File: src/rtl/fetch_queue_pkg.sv
// fetch_pkg: shared constants, entry type and pointer-width helper for fetch_queue
package fetch_pkg;
  localparam int XLEN = 32;
  localparam logic [XLEN-1:0] NOP_INSTR = 32'h0000_0013;
  typedef struct packed {
    logic [XLEN-1:0] instr;
    logic [XLEN-1:0] pc;
  } fetch_entry_t;
  function automatic int ptr_w(input int depth);
    return (depth > 1) ? $clog2(depth) : 1;
  endfunction
endpackage

File: src/rtl/fetch_queue.sv
// fetch_queue: first-word-fall-through prefetch FIFO of {instr, pc} with flush; FETCH_QUEUE_BYPASS_EN adds an empty-queue bypass
module fetch_queue
  import fetch_pkg::*;
#(
  parameter int DATA_WIDTH = 32,
  parameter int DEPTH = 4
) (
  input  logic                       clk_i,
  input  logic                       rst_i,
  input  logic                       flush_i,
  input  logic                       enq_valid_i,
  output logic                       enq_ready_o,
  input  logic [DATA_WIDTH-1:0]      enq_instr_i,
  input  logic [DATA_WIDTH-1:0]      enq_pc_i,
  output logic                       deq_valid_o,
  input  logic                       deq_ready_i,
  output logic [DATA_WIDTH-1:0]      deq_instr_o,
  output logic [DATA_WIDTH-1:0]      deq_pc_o,
  output logic [$clog2(DEPTH):0]     count_o
);
  localparam int PW = ptr_w(DEPTH);
  localparam int CW = $clog2(DEPTH) + 1;
  fetch_entry_t r_mem [DEPTH];
  logic [PW-1:0] r_wr_ptr, r_rd_ptr;
  logic [CW-1:0] r_count;
  logic w_empty, w_byp, w_enq, w_deq;
  fetch_entry_t w_head;
  assign w_empty = (r_count == '0);
`ifdef FETCH_QUEUE_BYPASS_EN
  assign w_byp = w_empty && enq_valid_i && !flush_i;
`else
  assign w_byp = 1'b0;
`endif
  assign w_head = r_mem[r_rd_ptr];
  assign enq_ready_o = (r_count != CW'(DEPTH));
  assign deq_valid_o = !w_empty || w_byp;
  assign deq_instr_o = w_byp ? enq_instr_i : !w_empty ? DATA_WIDTH'(w_head.instr) : DATA_WIDTH'(NOP_INSTR);
  assign deq_pc_o = w_byp ? enq_pc_i : !w_empty ? DATA_WIDTH'(w_head.pc) : '0;
  assign count_o = r_count;
  // a bypassed entry consumed in the same cycle never touches storage
  assign w_enq = enq_valid_i && enq_ready_o && !(w_byp && deq_ready_i);
  assign w_deq = !w_empty && deq_ready_i;
  always_ff @(posedge clk_i) begin
    if (rst_i || flush_i) begin
      r_wr_ptr <= '0;
      r_rd_ptr <= '0;
      r_count <= '0;
    end else begin
      if (w_enq) r_wr_ptr <= r_wr_ptr + PW'(1);
      if (w_deq) r_rd_ptr <= r_rd_ptr + PW'(1);
      r_count <= r_count + CW'(w_enq) - CW'(w_deq);
    end
  end
  always_ff @(posedge clk_i) begin
    if (w_enq) r_mem[r_wr_ptr] <= '{instr: XLEN'(enq_instr_i), pc: XLEN'(enq_pc_i)};
  end
  always_ff @(posedge clk_i) begin
    if (!rst_i) begin
      assert (r_count <= CW'(DEPTH));
      assert (!(w_deq && w_empty));
    end
  end
endmodule

File: config.mk
export PLATFORM = sky130hd
export DESIGN_NAME = fetch_queue
export DESIGN_NICKNAME = d
export VERILOG_FILES = /design/src/rtl/fetch_queue_pkg.sv /design/src/rtl/fetch_queue.sv
export SDC_FILE = /design/constraint.sdc
export NUM_CORES = 1
export LEC_CHECK = 0
export CAP_MARGIN = 20
export CORE_AREA = 4 4 136 138
export CTS_CLUSTER_SIZE = 14
export DETAILED_ROUTE_END_ITERATION = 6
export DIE_AREA = 0 0 140 142
export DONT_BUFFER_PORTS = 1
export PLACE_DENSITY = 0.71
export SLEW_MARGIN = 25
export SYNTH_ARGS = -nofsm -noshare
export SYNTH_HDL_FRONTEND = slang
export SYNTH_SLANG_ARGS = --single-unit
File: constraint.sdc
create_clock -name clk_i -period 3.7 [get_ports clk_i]
set_input_delay 0.555 -clock clk_i [delete_from_list [all_inputs] [get_ports clk_i]]
set_output_delay 0.555 -clock clk_i [all_outputs]
set_load 0.01 [all_outputs]
# Word-level counts from Yosys, hierarchy flattened
# Memory sizes are Yosys's and may differ from the RTL's. A register that Yosys moved wholly into a read port is not among the register bits.
# Cells that the tools add are included.
# op_classes
add_sub_neg,4
n_eq_ne,1
muxes,6
reduce_logical,5
# op_table
op,n
2-to-1 mux 32 bit,2
adder 2 x 1 -> 2 bit (second input constant),2
2-to-1 mux 2 bit,2
adder 3 x 1 -> 3 bit,1
logical NOT 3 bit,1
!= test 3 bit (second input constant),1
subtractor 3 x 1 -> 3 bit,1
logical AND 1 bit,2
2-to-1 mux 1 bit,2
logical NOT 1 bit,1
logical OR 1 bit,1
# word_totals
ff_bits,7
ramBits,256
input_bits,69
out_inout_bits,69
memories,1
# memory_table
memory,depth,word_bits,read_ports,rd_clocked_by_memory_dff,write_ports,line,rtl
r_mem,4,64,1,1,1,fetch_queue.sv:23,fetch_entry_t r_mem [DEPTH];

# Longest topological paths before layout
# depth
word_depth,5
mapped_depth,12
depth_no_buf,11

# Worst setup path after synthesis
# No wires, ideal clock.
# synth_path
path_type,reg2reg
start,register r_count[1] (netlist: count_o[1])
end,memory r_mem[0][0] in the netlist's numbering (enable)
setup_ns,0.429
t_arrival_ns,2.488
required_time_ns,3.271
setup_slack_ns,0.783
stages_incl_launch_ff,4
n_path_buf,1
synth_period_minus_slack_ns,2.917
path_cell_list,dfxtp_1 or3b_1 clkbuf_1 and3_1
# synth_between
elab_chain_cells,4
# synth_lines
element,line,rtl
"start, declared",fetch_queue.sv:25,logic [CW-1:0] r_count;
"start signal, assigned",fetch_queue.sv:51,r_count <= r_count + CW'(w_enq) - CW'(w_deq);
!= test 3 bit,fetch_queue.sv:35,assign enq_ready_o = (r_count != CW'(DEPTH));
net enq_ready_o,fetch_queue.sv:12,"output logic enq_ready_o,"
logical AND 1 bit,fetch_queue.sv:41,assign w_enq = enq_valid_i && enq_ready_o && !(w_byp && deq_ready_i);
2-to-1 mux 1 bit,fetch_queue.sv:55,"if (w_enq) r_mem[r_wr_ptr] <= '{instr: XLEN'(enq_instr_i), pc: XLEN'(enq_pc_i)};"
2-to-1 mux 1 bit (not written as such),fetch_queue.sv:55,
"end, declared",fetch_queue.sv:23,
# The timed path passes the listed nets, and every way through them passes these cells.

==> metrics.md <==
| Metric | Value |
|---|---|
| Post-route DRC | `0` |
| Mapped Avg Cell Area | `22.5 µm²` |
| Number of global-route vias before repair | `4653` |
| Starting density of the core | `59.4%` |
| Final setup fails | `0` |
| Number of distinct library cells after synthesis | `30` |
| Antenna violations before repair | `0` |
| Crit Path Category | `flip-flop to output port` |
| Total wire length | `17.2 mm` |
| Max Cap Viol | `0` |
| Comb pwr share | `5.2%` |
| Least-Margin Pin Slew | `0.994 ns` |
| Place WS | `0.959 ns` |
| Row Count | `48` |
| Count of input and output buffers | `0` |
| Post-DRT Antenna Nets | `0` |
| Die height | `142 µm` |
| Global-route wire length before repair | `around 27 mm` |
| Post-DP HPWL | `9.66 mm` |
| Cells after Synth | `454` |
| Switch share | `20.0%` |
| Nets | `roughly 540` |
| Worst vdd ir | `0.000467 V` |
| Global placer's final weighted congestion | `0.725` |
| Part of the power in registers | `55.2%` |
| Worst EP required | `3.14 ns` |
| Fin. max-slew vios | `0` |
| Final Skew | `0.00971 ns` |
| Tcrit/Tclk final | `about four fifths` |
| Worst Setup End Kind | `output port` |
| Clock sink count | `265` |
| Register bit total from synthesis | `265` |
| TNS Setup | `0 ns` |
| Crit path time final | `2.94 ns` |
| Register area share after synthesis | `77.0%` |
| Hold Crit Depth | `1` |
| Vias post-DR | `4214` |
| Critical path startpoint category | `flip-flop` |
| Bufs on Longest Clock Path | `3` |
| PwrDens | `approximately 550 nW/µm²` |
| Netlist Area Pre-Place | `10200 µm²` |
| Run status | `complete, no violations` |
| Critical Path AT | `around 2.4 ns` |
| Worst Reg-to-Reg Cells | `11` |
| Layout area overhead | `9.96%` |
| Hold/Removal Path Class | `input pin to flip-flop` |
| Die width | `roughly 140 µm` |
| Syn Nets | `530` |
| Slew HR | `33.8%` |
| Core area | `17200 µm²` |
| DR WL/cell | `24.1 µm` |
| YS warnings | `0` |
| Die ar. | `between 15000 and 20000 µm²` |
| CTS tree | `yes` |
| Hold-fix buffers at CTS | `0` |
| Fmax | `0.340 GHz` |
| Setup ws final | `~0.76 ns` |
| Net Sw Power | `1240 µW` |
| Resize count post-CTS | `0` |
| Pin count of the biggest net entering global routing | `65` |
| H-tree depth | `1` |
| 1st-pass router iterations | `4` |
| Cts bufs inserted | `26` |
| Cell at the root of the clock tree | `clkbuf_16` |
| Layout cell share with drive strength beyond 1 | `23.4%` |
| Total track usage | `17.6%` |
| Via-to-Cell Ratio | `~5.9` |
| CTS clk-pin slew, worst paths | `0.06 ns` |
| P_leak | `0.00351 µW` |
| Grt total ovfl | `0` |
| Ant. Diodes | `0` |
| Internal Power | `4960 µW` |
| Clk network pwr share | `around 40%` |
| Post-CTS setup repair buffer count | `0` |
| RSZ-0062 raised after global routing | `no` |
| Crit-path max FO | `29` |
| Later-pin clock latency in the skew report | `0.51 ns` |
| Io pins | `138` |
| Initial DRC count | `246` |
| Final hold vios | `0` |
## metrics by stage
stage	power (µW)	hold WS (ns)	std cells	util, %	instance area [µm²]
final	6200	0.107	712	65.4	11200
after global routing	6440	0.0923	712	65.4	11200
after CTS	6270	0.0840	710	65.1	11200
after detailed placement	3810	0.492	663	60.4	10400
after global placement	3800	0.482	663	60.4	10400
after floorplan	3740	0.457	454	-	10200
## cell type report
type | count | area (µm²)
repair buffers | 7 | 90.1
inverters | 6 | 22.5
multi-input cells | 162 | 2150
fillers | 1161 | 5950
well taps | 225 | 282
flip-flops and latches | 265 | 7880
clock buffers | 35 | 726
clock inverters | 12 | 85.1
## synth_stat cells
cell type  count  area, µm²
xnor2_1        2       17.5
or2_1          3       18.8
and2_4         1       8.76
buf_2          6       30.0
mux4_1         4        105
o21ai_2        1       8.76
dfxtp_1        9        180
o21ai_1        1       5.00
fa_1           1       20.0
edfxtp_1     256       7690
or3b_1         1       8.76
clkbuf_2       1       5.00
clkbuf_1       7       26.3
nor3_1         2       10.0
inv_2          1       3.75
inv_1          5       18.8
buf_12         6        120
o21ai_0        2       10.0
xor2_1         1       8.76
mux4_2        60       1350
nor3_2         1       10.0
and2_1        64        400
nand4_1        2       12.5
o311ai_0       1       8.76
nand4b_1       1       8.76
nor2_1         1       3.75
nand2_1        3       11.3
buf_6          1       11.3
and3_1         4       25.0
ha_1           6       75.1
## power groups by stage
stage	sequential [µW]	clock (µW)	combinational (µW)
after floorplan	3470	0	268
after global placement	3480	0	323
after CTS	3420	2520	330
final	3420	2460	323
after detailed placement	3480	0	327
after global routing	3420	2660	356
## routing by layer
metal | share of wire [%] | up-vias | wire (µm) | GRT usage (%)
li1 | - | 1867 | - | -
met1 | 39 | 2209 | 6660 | 20.9
met2 | 52 | 117 | 8870 | 31.3
met3 | 8.1 | 21 | 1390 | 6.08
met4 | 1.5 | 0 | 250 | 4.44
met5 | 0 | - | 0 | 0
## critical path: stages, from the launching register on
cell and delay, ns:
dfxtp_4 0.70, buf_12 0.32, mux4_1 0.62, and2_1 0.22
## sequential cells by signal (all words and copies together), names as in the netlist, named ones only
signal    count
count_o       3
r_mem       256
r_rd_ptr      2
r_wr_ptr      2
## kinds of logic (layout without fill, tap and decap cells)
kind of cell | after synthesis | count (layout) | share of synthesized area (%)
and+or+nand+nor | 83 | 83 | 5.07
DFF | 265 | 265 | 77.0
muxes | 64 | 64 | 14.3
AOI/OAI and AO/OA | 5 | 5 | 0.319
buffers and inverters | 27 | 60 | 2.11
adders and majority gates | 7 | 7 | 0.931
xor gates and xnor gates | 3 | 3 | 0.257
## worst paths after layout
path	start	to	slack, ns
worst max-delay path	flip-flop	deq_instr_o[31]	0.76
worst min-delay path	rst_i	count_o[1]$_SDFF_PP0_	0.11
worst max register to register	count_o[2]$_SDFF_PP0_	count_o[2]$_SDFF_PP0_	0.96
worst min register to register	r_rd_ptr[0]$_SDFFE_PP0P_	r_rd_ptr[0]$_SDFFE_PP0P_	0.51
## cells in the final DEF, fill, tap and decap left out, drive strengths merged
master | synthesis | final
or3b | 1 | 1
mux4 | 64 | 64
xnor2 | 2 | 2
or2 | 3 | 3
nand2 | 3 | 3
nor3 | 3 | 3
xor2 | 1 | 1
nor2 | 1 | 1
clkinv | 0 | 9
clkbuf | 8 | 35
nand4b | 1 | 1
nand4 | 2 | 2
and2 | 65 | 65
edfxtp | 256 | 256
and3 | 4 | 4
dfxtp | 9 | 9
buf | 13 | 7
o21ai | 4 | 4
ha | 6 | 6
bufinv | 0 | 1
clkinvlp | 0 | 2
o311ai | 1 | 1
fa | 1 | 1
inv | 6 | 6
Note: power is estimated with default switching activity, not from simulation.
